--- config.mk ---
export PLATFORM = sky130hd
export DESIGN_NAME = delay_var_sv
export DESIGN_NICKNAME = d
export VERILOG_FILES = /design/src/rtl/delay_var_sv.sv
export SDC_FILE = /design/constraint.sdc
export NUM_CORES = 1
export LEC_CHECK = 0
export BUFFER_PORTS_ARGS = -buffer_cell sky130_fd_sc_hd__buf_2
export CORE_ASPECT_RATIO = 1.25
export CORE_MARGIN = 2
export CORE_UTILIZATION = 25
export DETAILED_ROUTE_END_ITERATION = 12
export PLACE_DENSITY = 0.49
export SETUP_SLACK_MARGIN = 0.4
export SYNTH_ARGS = -nofsm -noshare
export SYNTH_HDL_FRONTEND = slang
export SYNTH_SLANG_ARGS = --single-unit
--- constraint.sdc ---
create_clock -name clk -period 14.2 [get_ports clk]
set_input_delay 2.13 -clock clk [delete_from_list [all_inputs] [get_ports clk]]
set_output_delay 2.13 -clock clk [all_outputs]
set_load 0.05 [all_outputs]
--- src/rtl/delay_var_sv.sv ---
// Run-time programmable delay line for valid-tagged samples (circular buffer, clock enable).
// Optional `DELAY_VAR_CLAMP_FLAG_EN adds a registered delay_err flag for out-of-range requests.
module delay_var_sv #(
    parameter int unsigned         num_bits      = 16,
    parameter int unsigned         max_cycles    = 16,
    parameter int unsigned         default_delay = 1,
    parameter logic [num_bits-1:0] initial_value = '0
) (
    input  logic                              clk,
    input  logic                              reset,
    input  logic                              enable,
    input  logic [$clog2(max_cycles+1)-1:0]   delay,
    input  logic                              in_valid,
    input  logic [num_bits-1:0]               in_data,
    output logic                              out_valid,
    output logic [num_bits-1:0]               out_data,
    output logic                              busy
`ifdef DELAY_VAR_CLAMP_FLAG_EN
    ,
    output logic                              delay_err
`endif
);

    localparam int unsigned AW = (max_cycles > 1) ? $clog2(max_cycles) : 1;
    localparam int unsigned DW = $clog2(max_cycles + 1);

    localparam logic [0:0] RUN   = 1'b0;
    localparam logic [0:0] FLUSH = 1'b1;

    logic [num_bits-1:0]   mem_data [max_cycles];
    logic [max_cycles-1:0] mem_valid;
    logic [AW-1:0]         wp;
    logic [DW-1:0]         delay_q;
    logic [DW-1:0]         fcnt;
    logic [0:0]            state;
    logic                  out_valid_q;
    logic [num_bits-1:0]   out_data_q;

    logic [DW-1:0] dc;
    logic [DW-1:0] d;
    logic [DW-1:0] d_m1;
    logic          change;
    logic [AW:0]   rd_sum;
    logic [AW-1:0] rd_idx;
    logic [AW-1:0] wp_next;

    always_comb begin
        dc      = (delay > DW'(max_cycles)) ? DW'(max_cycles) : delay;
        d       = (delay_q > DW'(max_cycles)) ? DW'(max_cycles) : delay_q;
        d_m1    = d - DW'(1);
        change  = (dc != delay_q);
        // Slot written d-1 enabled edges ago; sum stays below 2*max_cycles so one subtract wraps.
        rd_sum  = {1'b0, wp} + (AW+1)'(max_cycles) - (AW+1)'(d_m1);
        rd_idx  = (rd_sum >= (AW+1)'(max_cycles)) ? AW'(rd_sum - (AW+1)'(max_cycles))
                                                  : AW'(rd_sum);
        wp_next = (wp == AW'(max_cycles - 1)) ? '0 : wp + AW'(1);
    end

    always_ff @(posedge clk or posedge reset) begin
        if (reset) begin
            for (int i = 0; i < int'(max_cycles); i++) begin
                mem_data[i] <= initial_value;
            end
            mem_valid   <= '0;
            wp          <= '0;
            delay_q     <= DW'(default_delay);
            fcnt        <= '0;
            state       <= RUN;
            out_valid_q <= 1'b0;
            out_data_q  <= initial_value;
        end else if (enable) begin
            wp <= wp_next;
            if (change) begin
                // Drop everything already in flight so no misaligned sample is flagged valid.
                delay_q     <= dc;
                mem_valid   <= '0;
                out_valid_q <= 1'b0;
                state       <= FLUSH;
                fcnt        <= dc;
            end else begin
                mem_data[wp]  <= in_data;
                mem_valid[wp] <= in_valid;
                if (d == DW'(1)) begin
                    out_valid_q <= in_valid;
                    out_data_q  <= in_data;
                end else if (d >= DW'(2)) begin
                    out_valid_q <= mem_valid[rd_idx];
                    out_data_q  <= mem_data[rd_idx];
                end
                if (state == FLUSH) begin
                    if (fcnt <= DW'(1)) begin
                        state <= RUN;
                        fcnt  <= '0;
                    end else begin
                        fcnt <= fcnt - DW'(1);
                    end
                end
            end
        end
    end

`ifdef DELAY_VAR_CLAMP_FLAG_EN
    always_ff @(posedge clk or posedge reset) begin
        if (reset) begin
            delay_err <= 1'b0;
        end else begin
            delay_err <= (delay > DW'(max_cycles));
        end
    end
`endif

    always_comb begin
        busy      = (state == FLUSH);
        out_valid = (d == '0) ? in_valid : out_valid_q;
        out_data  = (d == '0) ? in_data : out_data_q;
    end

endmodule
==> flow_summary.toml, run 1 <==
[cells_and_area]
final_layout_size_suffix_gt1_share_pct = 46.6
fillCellCount = 6002
final_design_area_no_fill_um2 = 17200
final_util_pct = 28.3
layout.nets = 1054
antenna_cells_inserted = 0
flow.area_growth_from_synthesis_pct = 12.7

[routing]
dr.first_iter.drc_count = 551
avgViaCountPerCell = 4.78
final_antenna_net_count = 0
drt_drc_violations_left = 0
total_number_of_vias = 8662
totalWireLength_um = 38600
drt_pre_antenna_iters = 4
routedWlPerCell_um = 21.3

[worst_setup_path]
worst-path-max-fanout = 18
critical_path_arrival_ns = 3.00
start_kind = "input pin"
r2r.worst_path.cells = 12
timing.critical_path.to_type = "output pin"
cp_data_required_time_ns = 12.07
rr_startpoint = "delay_q[1]"
setup.worst_path.start = "in_data[5]"
timing.setup.critical_path_class = "input pin to output pin"

[placed_design]
post-dp-hpwl_um = 22800
gp_routability_congestion = 0.718
port_buffers = 42
postPlaceCellArea_um2 = 16100

[cts]
clock-sinks = 304
cts_tree = "done"
ctsRootBufferMaster = "sky130_fd_sc_hd__clkbuf_16"
cts_resized = 0
ctsHtreeMaxLevel = 2
number_of_clock_buffers_inserted_by_tritoncts = 34
worst_setup_hold_path_clk_slew_ns = 0.06
cts_hold_buf = 0
clk_latency_ns = 0.53
cts_buffer_depth = 3
cts.repair_timing.setup_buffer_count = 0

[power_and_ir_drop]
clkPwrFrac_pct = 27.9
share_seq_of_total_power_pct = 36.9
power_density_nw_per_um2 = 182
power.combinational.fraction_pct = 35.1
switchingPower_mw = 1.05
peakVddDrop_mv = 0.147
switching_share_pct = 33.6
internal-power_mw = 2.07
leakagePower_nw = 8.21

[floorplan]
placement_rows = 101
die-height_um = 280
die_area_um2 = 62900
die_width_um = 225
design.core.area_um2 = 60500
initial_core_utilization_pct = 25.2
top_level_ports = 43

[yosys]
postSynthCellCount = 1005
synth_seq_cells = 304
syn-num-nets = 1041
yosys-top-cells-count = "303 x sky130_fd_sc_hd__dfrtp_1, 217 x sky130_fd_sc_hd__mux2_2, 68 x sky130_fd_sc_hd__mux4_2"
yosys.area.top_type = "sky130_fd_sc_hd__dfrtp_1"
syn-cell-area_um2 = 15200
ys.flop_type = "sky130_fd_sc_hd__dfrtp_1"
synthDominantCellAreaShare_pct = 49.8
ys.warnings.count = 0
yosysSeqAreaShare_pct = 50.0
synthMostInstantiatedCell = "sky130_fd_sc_hd__dfrtp_1"
top_cells_by_area_in_the_synthesized_netlist = "sky130_fd_sc_hd__dfrtp_1 50%, sky130_fd_sc_hd__mux2_2 16%, sky130_fd_sc_hd__mux4_2 10%"
asyncSetResetFlopFracSynth_pct = 100
synth.lib_cells_used.distinct = 58
synth_enable_flop_cells = 0
synth_area_per_cell_um2 = 15.2

[timing]
period_needed_ns = 5.13
min_period_over_period_pct = 36.1
report.final.slew_viol_count = 0
final-hold-violation-count = 0
achievable-frequency_mhz = 195
finalSetupTns_ns = 0
grt_setup_unrepaired = "false"
worst_slew_pin_slew_ns = 1.08
timing.final.setup_violations = 0
fin_worst_skew_ns = 0.0175
slew_headroom_pct = 27.9

[global_routing]
antenna_violations_before_repair = 3
grt_pass1_wl_um = 59600
vias_in_the_first_global_route = 9284
grt_max_degree = 149
global_route.overflow_total = 0
grt_resource_usage_total_pct = 12.5

[hold_path]
hold_start = "mem_valid[9]"
worstHoldPathType = "flop to flop"
worst_hold_path.num_cells = 1

[run]
cap_viol_max_count = 0

[status]
outcome = "finished clean"
cell families after synthesis:
logic type | count (synthesis) | share of synthesized area, %
mux | 400 | 35.6
flops | 304 | 50.0
simple gates | 114 | 5.28
buf+inv | 96 | 3.73
compound gates | 75 | 4.04
fa+ha+maj | 11 | 0.953
xor+xnor | 5 | 0.378
registers in the layout, summed over array words and instances, names as in the netlist:
signal,cells
mem_data,256
mem_valid,16
out_data_q,16
delay_q,5
fcnt,5
wp,4
busy,1
out_valid_q,1
metrics by stage:
| stage | cells | hold slack [ns] | total power, mW | setup slack (ns) |
|---|---|---|---|---|
| 6_report | 1813 | 0.498 | 3.12 | 9.07 |
| 5_1_grt | 1813 | 0.510 | 3.28 | 9.04 |
| 4_1_cts | 1813 | 0.500 | 3.17 | 9.06 |
| 3_5_place_dp | 1754 | 0.481 | 2.28 | 8.92 |
| 3_3_place_gp | 1754 | 0.480 | 2.26 | 8.99 |
| 2_1_floorplan | 1005 | 0.461 | 2.02 | 3.67 |
critical path: stages:
cell                     delay [ns]
sky130_fd_sc_hd__buf_2         0.32
sky130_fd_sc_hd__mux2_2        0.27
sky130_fd_sc_hd__buf_2         0.27
power by group through the flow:
stage	Combinational, mW	Clock [mW]	Sequential (mW)
4_1_cts	1.12	0.899	1.15
3_3_place_gp	1.10	0	1.16
5_1_grt	1.17	0.931	1.17
6_report	1.10	0.870	1.15
3_5_place_dp	1.11	0	1.17
2_1_floorplan	0.894	0	1.12
routing by layer:
metal,global-route usage (%),vias up,wire [µm]
met5,0,-,44
met4,4.16,6,1020
li1,-,3807,-
met2,21.4,145,19200
met3,2.05,57,1300
met1,16.1,4647,17000
placed cells by master (no fill, tap or decap), types with 4 or more instances in the layout:
| master | instances |
|---|---|
| sky130_fd_sc_hd__buf_4 | 19 |
| sky130_fd_sc_hd__o21ai_0 | 24 |
| sky130_fd_sc_hd__inv_1 | 11 |
| sky130_fd_sc_hd__nor2b_1 | 7 |
| sky130_fd_sc_hd__dfrtp_1 | 303 |
| sky130_fd_sc_hd__clkbuf_1 | 9 |
| sky130_fd_sc_hd__clkbuf_8 | 7 |
| sky130_fd_sc_hd__nor2_1 | 4 |
| sky130_fd_sc_hd__clkbuf_16 | 35 |
| sky130_fd_sc_hd__and3_1 | 8 |
| sky130_fd_sc_hd__nand2b_1 | 4 |
| sky130_fd_sc_hd__and2_1 | 12 |
| sky130_fd_sc_hd__nand2_1 | 31 |
| sky130_fd_sc_hd__clkinv_2 | 4 |
| sky130_fd_sc_hd__nand4_4 | 6 |
| sky130_fd_sc_hd__nor3_4 | 4 |
| sky130_fd_sc_hd__a22o_1 | 17 |
| sky130_fd_sc_hd__buf_2 | 42 |
| sky130_fd_sc_hd__mux2_2 | 217 |
| sky130_fd_sc_hd__nor3_1 | 19 |
| sky130_fd_sc_hd__ha_1 | 9 |
| sky130_fd_sc_hd__nand4_2 | 5 |
| sky130_fd_sc_hd__mux2_4 | 60 |
| sky130_fd_sc_hd__mux2i_1 | 55 |
| sky130_fd_sc_hd__mux4_2 | 68 |
| sky130_fd_sc_hd__a221o_1 | 16 |
final timing paths:
| path | endpoint | slack [ns] |
|---|---|---|
| min in group asynchronous | mem_data[29] | 1.80 |
| worst min-delay path | mem_valid[9] | 0.50 |
| max in group asynchronous | mem_data[2] | 9.78 |
| worst max register to register | out_data_q[5] | 9.59 |
| worst max-delay path | out_data[5] | 9.07 |
| worst min register to register | mem_valid[9] | 0.50 |
layout make-up:
cell class                 count  area, µm²  share of cell area (%)
timing repair buffer          61        353                    2.06
sequential                   304       7610                    44.3
tap                          772        966                    5.63
clock buffer                  51       1010                    5.86
clock inverter                 8       90.1                   0.525
multi-input combinational    605       7080                    41.3
inverter                      12       52.6                   0.306
Note: power is estimated with default switching activity, not from simulation.
==> run 2: changes to the inputs <==
--- a/config.mk
+++ b/config.mk
@@ -5,12 +5,13 @@
 export SDC_FILE = /design/constraint.sdc
 export NUM_CORES = 1
 export LEC_CHECK = 0
+export ABC_AREA = 1
 export BUFFER_PORTS_ARGS = -buffer_cell sky130_fd_sc_hd__buf_2
 export CORE_ASPECT_RATIO = 1.25
 export CORE_MARGIN = 2
 export CORE_UTILIZATION = 25
 export DETAILED_ROUTE_END_ITERATION = 12
-export PLACE_DENSITY = 0.49
+export PLACE_DENSITY = 0.5
 export SETUP_SLACK_MARGIN = 0.4
 export SYNTH_ARGS = -nofsm -noshare
 export SYNTH_HDL_FRONTEND = slang
==> constraint.sdc (replaced) <==
create_clock -name clk -period 4.36 [get_ports clk]
set_input_delay 0.654 -clock clk [delete_from_list [all_inputs] [get_ports clk]]
set_output_delay 0.654 -clock clk [all_outputs]
set_load 0.05 [all_outputs]
==> flow_summary.toml, run 2 <==
[status]
outcome = "finished clean"

[timing]
grt_setup_unrepaired = "false"
report.final.slew_viol_count = 0
worst_slew_pin_slew_ns = 1.16
period_needed_ns = 3.64
min_period_over_period_pct = 83.4
achievable-frequency_mhz = 275
fin_worst_skew_ns = 0.0121
slew_headroom_pct = 22.5
final-hold-violation-count = 0
timing.final.setup_violations = 0

[cts]
ctsRootBufferMaster = "sky130_fd_sc_hd__clkbuf_16"
cts.repair_timing.setup_buffer_count = 0
clock-sinks = 304
clk_latency_ns = 0.53
number_of_clock_buffers_inserted_by_tritoncts = 35
cts_buffer_depth = 3
cts_hold_buf = 0
worst_setup_hold_path_clk_slew_ns = 0.06
cts_resized = 0
cts_tree = "done"
ctsHtreeMaxLevel = 2

[routing]
totalWireLength_um = 46000
drt_pre_antenna_iters = 5
final_antenna_net_count = 0
drt_drc_violations_left = 0
total_number_of_vias = 13200
dr.first_iter.drc_count = 942
routedWlPerCell_um = 15.4
avgViaCountPerCell = 4.42

[worst_setup_path]
setup.worst_path.start = "delay_q[3]"
critPathMaxStageDelay_ns = 0.76
crit_chain = "nor2_1 > nand3_2 > o21ai_0 > buf_2"
critical_path_arrival_ns = 2.98
cpMaxStageDelayCell = "sky130_fd_sc_hd__nand3_2"
rr_startpoint = "delay_q[1]"
worst-path-max-fanout = 35
reg2reg_setup_slack_ns = 1.20
crit_end = "out_data[0]"
timing.critical_path.to_type = "output pin"
timing.rr.end = "out_data_q[7]"
timing.setup.critical_path_class = "flop to output pin"
cp_data_required_time_ns = 3.71
r2r.worst_path.cells = 15
start_kind = "flop"

[global_routing]
global_route.overflow_total = 0
vias_in_the_first_global_route = 12900
gr-usage-met2_pct = 25.3
grt_most_used_layer = "met2"
grtUsageMet3_pct = 2.18
antenna_violations_before_repair = 5
grt_max_degree = 156
grt_pass1_wl_um = 73800
grt_resource_usage_total_pct = 14.8
met1_usage_pct = 19.1

[yosys]
synth_area_per_cell_um2 = 7.15
synthMostInstantiatedCell = "sky130_fd_sc_hd__nand2_1"
yosysSeqAreaShare_pct = 48.9
syn-num-nets = 2209
synth.lib_cells_used.distinct = 28
yosys.area.top_type = "sky130_fd_sc_hd__dfrtp_1"
ys.flop_type = "sky130_fd_sc_hd__dfrtp_1"
synth_seq_cells = 304
ys.warnings.count = 0
synthDominantCellAreaShare_pct = 48.8
asyncSetResetFlopFracSynth_pct = 100
syn-cell-area_um2 = 15500
synth_enable_flop_cells = 0
postSynthCellCount = 2173
top_cells_by_area_in_the_synthesized_netlist = "sky130_fd_sc_hd__dfrtp_1 49%, sky130_fd_sc_hd__nand2_1 19%, sky130_fd_sc_hd__o21ai_0 8.3%"
yosys-top-cells-count = "795 x sky130_fd_sc_hd__nand2_1, 303 x sky130_fd_sc_hd__dfrtp_1, 299 x sky130_fd_sc_hd__inv_1"

[cells_and_area]
final_layout_size_suffix_gt1_share_pct = 6.26
flow.area_growth_from_synthesis_pct = 12.9
final_design_area_no_fill_um2 = 17500
final_util_pct = 28.4
layout.nets = 2168
layout_common_cells = "790 x sky130_fd_sc_hd__nand2_1, 303 x sky130_fd_sc_hd__dfrtp_1, 298 x sky130_fd_sc_hd__inv_1"
layout_top_registers = "mem_data x256, mem_valid x16, out_data_q x16"
largest_register = "mem_data"
largest_reg_flops = 256
final_common_cell = "sky130_fd_sc_hd__nand2_1"

[power_and_ir_drop]
peakVddDrop_mv = 0.731
power_density_nw_per_um2 = 731
leakagePower_nw = 8.60

[floorplan]
die_width_um = 227
placement_rows = 102
initial_core_utilization_pct = 25.2
die_area_um2 = 64200
design.core.area_um2 = 61800
die-height_um = 283
top_level_ports = 43

[run]
cap_viol_max_count = 0

[placed_design]
post-dp-hpwl_um = 25100
postPlaceCellArea_um2 = 16400
gp_routability_congestion = 0.793
port_buffers = 42

[hold_path]
worstHoldPathType = "input pin to asynchronous set/reset pin"
-- run 2: cell type report --
cell class                 instances  area [µm²]
multi-input combinational       1428        6250
clock buffer                      54        1070
sequential                       304        7610
tap                              832        1040
timing repair buffer              57         385
antenna                            1        2.50
clock inverter                     7        37.5
fill                            6844       44200
inverter                         306        1160
-- run 2: cells by family after synthesis --
logic type	Yosys count	share of synthesized area, %
AND/OR/NAND/NOR	1121	29.4
buffers and inverters	441	11.1
flip-flops	304	48.9
AO/OA/AOI/OAI	292	9.40
adder cells (fa/ha/maj)	11	0.934
XOR/XNOR	4	0.225
-- run 2: per-stage QoR --
stage                     hold WS (ns)  instances  setup TNS [ns]  setup slack (ns)  power (mW)
after CTS                        0.342       2988               0             0.585        13.0
final                            0.289       2989               0             0.722        12.8
after detailed placement         0.465       2927               0              1.17        10.0
after floorplan                  0.449       2173         -101.87            -0.336        8.32
after global routing             0.370       2988               0             0.417        14.0
after global placement           0.465       2927               0              1.19        9.99
-- run 2: power by group --
part	switching [mW]	leakage [nW]	internal [mW]
Sequential	0.511	4.13	3.76
Combinational	3.91	3.92	1.76
Clock	1.19	0.548	1.69
Total	5.62	8.60	7.20
-- run 2: worst min path at each step --
stage / start / endpoint / slack (ns) / depth (start not counted)
4_1_cts: reset / out_valid_q / 0.34 / 3
2_1_floorplan: out_data_q[0] / out_data_q[0] / 0.45 / 2
6_report: reset / mem_data[51] / 0.29 / 3
3_5_place_dp: out_data_q[13] / out_data_q[13] / 0.47 / 2
3_3_place_gp: mem_data[203] / mem_data[203] / 0.47 / 2
5_1_grt: reset / mem_data[51] / 0.37 / 3
-- run 2: critical path: cells and delay by family (launching register included) --
family                 cells  cell delay [ns]
AOI/OAI and AO/OA          1             0.66
buffers and inverters      1             0.35
DFF                        1             0.46
and+or+nand+nor            2             0.97
-- run 2: metal layers --
layer | part of all wire [%] | wire [µm]
met1 | 45 | 20800
met2 | 47 | 21800
met3 | 4.5 | 2080
met4 | 2.8 | 1290
met5 | 0.061 | 28
==> run 3: changes to the inputs <==
--- a/config.mk
+++ b/config.mk
@@ -11,7 +11,7 @@
 export CORE_MARGIN = 2
 export CORE_UTILIZATION = 25
 export DETAILED_ROUTE_END_ITERATION = 12
-export PLACE_DENSITY = 0.5
+export PLACE_DENSITY = 0.49
 export SETUP_SLACK_MARGIN = 0.4
 export SYNTH_ARGS = -nofsm -noshare
 export SYNTH_HDL_FRONTEND = slang
==> constraint.sdc (replaced) <==
create_clock -name clk -period 3.55 [get_ports clk]
set_input_delay 0.5325 -clock clk [delete_from_list [all_inputs] [get_ports clk]]
set_output_delay 0.5325 -clock clk [all_outputs]
set_load 0.05 [all_outputs]
==> flow_summary.toml, run 3 (synthesized netlist as in run 2, its figures left out) <==
[status]
outcome = "finished clean"

[timing]
grt_setup_unrepaired = "false"
report.final.slew_viol_count = 0
timing.final.setup_violations = 0
worst_slew_pin_slew_ns = 0.755
final-hold-violation-count = 0
period_needed_ns = 3.06
min_period_over_period_pct = 86.1
postLayoutSetupSlackWorst_ns = 0.495
fin_worst_skew_ns = 0.0224
achievable-frequency_mhz = 327
slew_headroom_pct = 49.5

[cells_and_area]
final_cells = 3011
layout_common_cells = "795 x sky130_fd_sc_hd__nand2_1, 303 x sky130_fd_sc_hd__dfrtp_1, 298 x sky130_fd_sc_hd__inv_1"
final_util_pct = 28.7
largest_register = "mem_data"
layout_top_registers = "mem_data x256, mem_valid x16, out_data_q x16"
antenna_cells_inserted = 0
flow.area_growth_from_synthesis_pct = 14.2
final_layout_size_suffix_gt1_share_pct = 7.02
layout.nets = 2190
largest_reg_flops = 256
final_common_cell = "sky130_fd_sc_hd__nand2_1"

[placed_design]
gp_routability_congestion = 0.799
port_buffers = 42
preCtsSetupSlack_ns = 0.703
post-dp-hpwl_um = 27600
number_of_cells_after_detailed_placement = 2950

[floorplan]
placement_rows = 102
die_width_um = 227
initial_core_utilization_pct = 25.2
die_area_um2 = 64200
design.core.area_um2 = 61800
top_level_ports = 43
die-height_um = 283

[routing]
totalWireLength_um = 47100
dr.first_iter.drc_count = 1036
avgViaCountPerCell = 4.45
total_number_of_vias = 13400
final_antenna_net_count = 0
routedWlPerCell_um = 15.6
drt_drc_violations_left = 0
drt_pre_antenna_iters = 5

[cts]
cts_tree = "done"
cts_resized = 2
ctsHtreeMaxLevel = 2
clock-sinks = 304
cts_buffer_depth = 3
ctsRootBufferMaster = "sky130_fd_sc_hd__clkbuf_16"
cts.repair_timing.setup_buffer_count = 0
cts_hold_buf = 0
worst_setup_hold_path_clk_slew_ns = 0.06
clk_latency_ns = 0.54
number_of_clock_buffers_inserted_by_tritoncts = 34

[power_and_ir_drop]
power_density_nw_per_um2 = 893
total_power_mw = 15.9
peakVddDrop_mv = 0.674
leakagePower_nw = 8.70

[worst_setup_path]
timing.setup.critical_path_class = "flop to output pin"
setup.worst_path.start = "delay_q[3]"
rr_startpoint = "delay_q[1]"
reg2reg_setup_slack_ns = 0.63
crit_chain = "nor2_1 > nand3_4 > o21ai_0 > buf_2"
critical_path_arrival_ns = 2.52
path_buf_inv = 1
cpMaxStageDelayCell = "sky130_fd_sc_hd__o21ai_0"
worst-path-max-fanout = 18
timing.critical_path.to_type = "output pin"
r2r.worst_path.cells = 11
timing.rr.end = "out_data_q[13]"
critPathTopFamily = "simple AND/OR/NAND/NOR gates"
cp_data_required_time_ns = 3.02
start_kind = "flop"
critPathMaxStageDelay_ns = 0.58

[global_routing]
global_route.overflow_total = 0
grt_resource_usage_total_pct = 15.0
antenna_violations_before_repair = 3
vias_in_the_first_global_route = 12900
grt_pass1_wl_um = 74800
grt_max_degree = 93

[hold_path]
worstHoldPathType = "input pin to asynchronous set/reset pin"

[run]
cap_viol_max_count = 0
run 3: cell types whose count changed in the layout (fill, tap and decap cells not counted), moves of 2 or more:
| cell | before | now |
|---|---|---|
| sky130_fd_sc_hd__nand2_2 | 13 | 8 |
| sky130_fd_sc_hd__nand2_1 | 790 | 795 |
| sky130_fd_sc_hd__clkinvlp_4 | 2 | 4 |
| sky130_fd_sc_hd__buf_12 | 5 | 11 |
| sky130_fd_sc_hd__buf_4 | 10 | 27 |
| sky130_fd_sc_hd__clkbuf_16 | 37 | 35 |
run 3: metrics by stage:
| step | hold WS, ns | cell area (µm²) | TNS, ns |
|---|---|---|---|
| finish | 0.0969 | 17700 | 0 |
| global route | 0.127 | 17700 | 0 |
| CTS | 0.105 | 17700 | 0 |
| detailed placement | 0.465 | 16700 | 0 |
| global placement | 0.464 | 16700 | 0 |
| floorplan | 0.449 | 15500 | -310.48 |
run 3: worst max-delay path by stage:
| stage | endpoint | slack, ns | cells past startpoint |
|---|---|---|---|
| after floorplan | busy | -1.02 | 1 |
| after global placement | out_data_q[13] | 0.74 | 11 |
| after detailed placement | out_valid_q | 0.70 | 13 |
| after CTS | out_data[15] | 0.47 | 5 |
| after global routing | out_data[0] | 0.40 | 4 |
| final | out_data[0] | 0.49 | 4 |
run 3: area by class of cell:
type                       instances  area, µm²
clock buffer                      52       1010
clock inverter                     9       53.8
fill                            6815      44000
inverter                         306       1160
multi-input combinational       1428       6240
sequential                       304       7610
tap                              832       1040
timing repair buffer              80        633
run 3: power breakdown:
part / total (mW) / internal [mW] / switching (mW)
registers: 5.24 / 4.61 / 0.629
clock network: 3.43 / 1.97 / 1.46
logic: 7.18 / 2.34 / 4.85
total: 15.9 / 8.92 / 6.94
run 3: metal layers:
metal / track usage (%) / routed length, µm / vias up
li1: - / - / 6652
met1: 19.5 / 21500 / 6447
met2: 26.3 / 23000 / 247
met3: 1.97 / 1690 / 59
met4: 3.60 / 890 / 2
met5: 0 / 11 / -
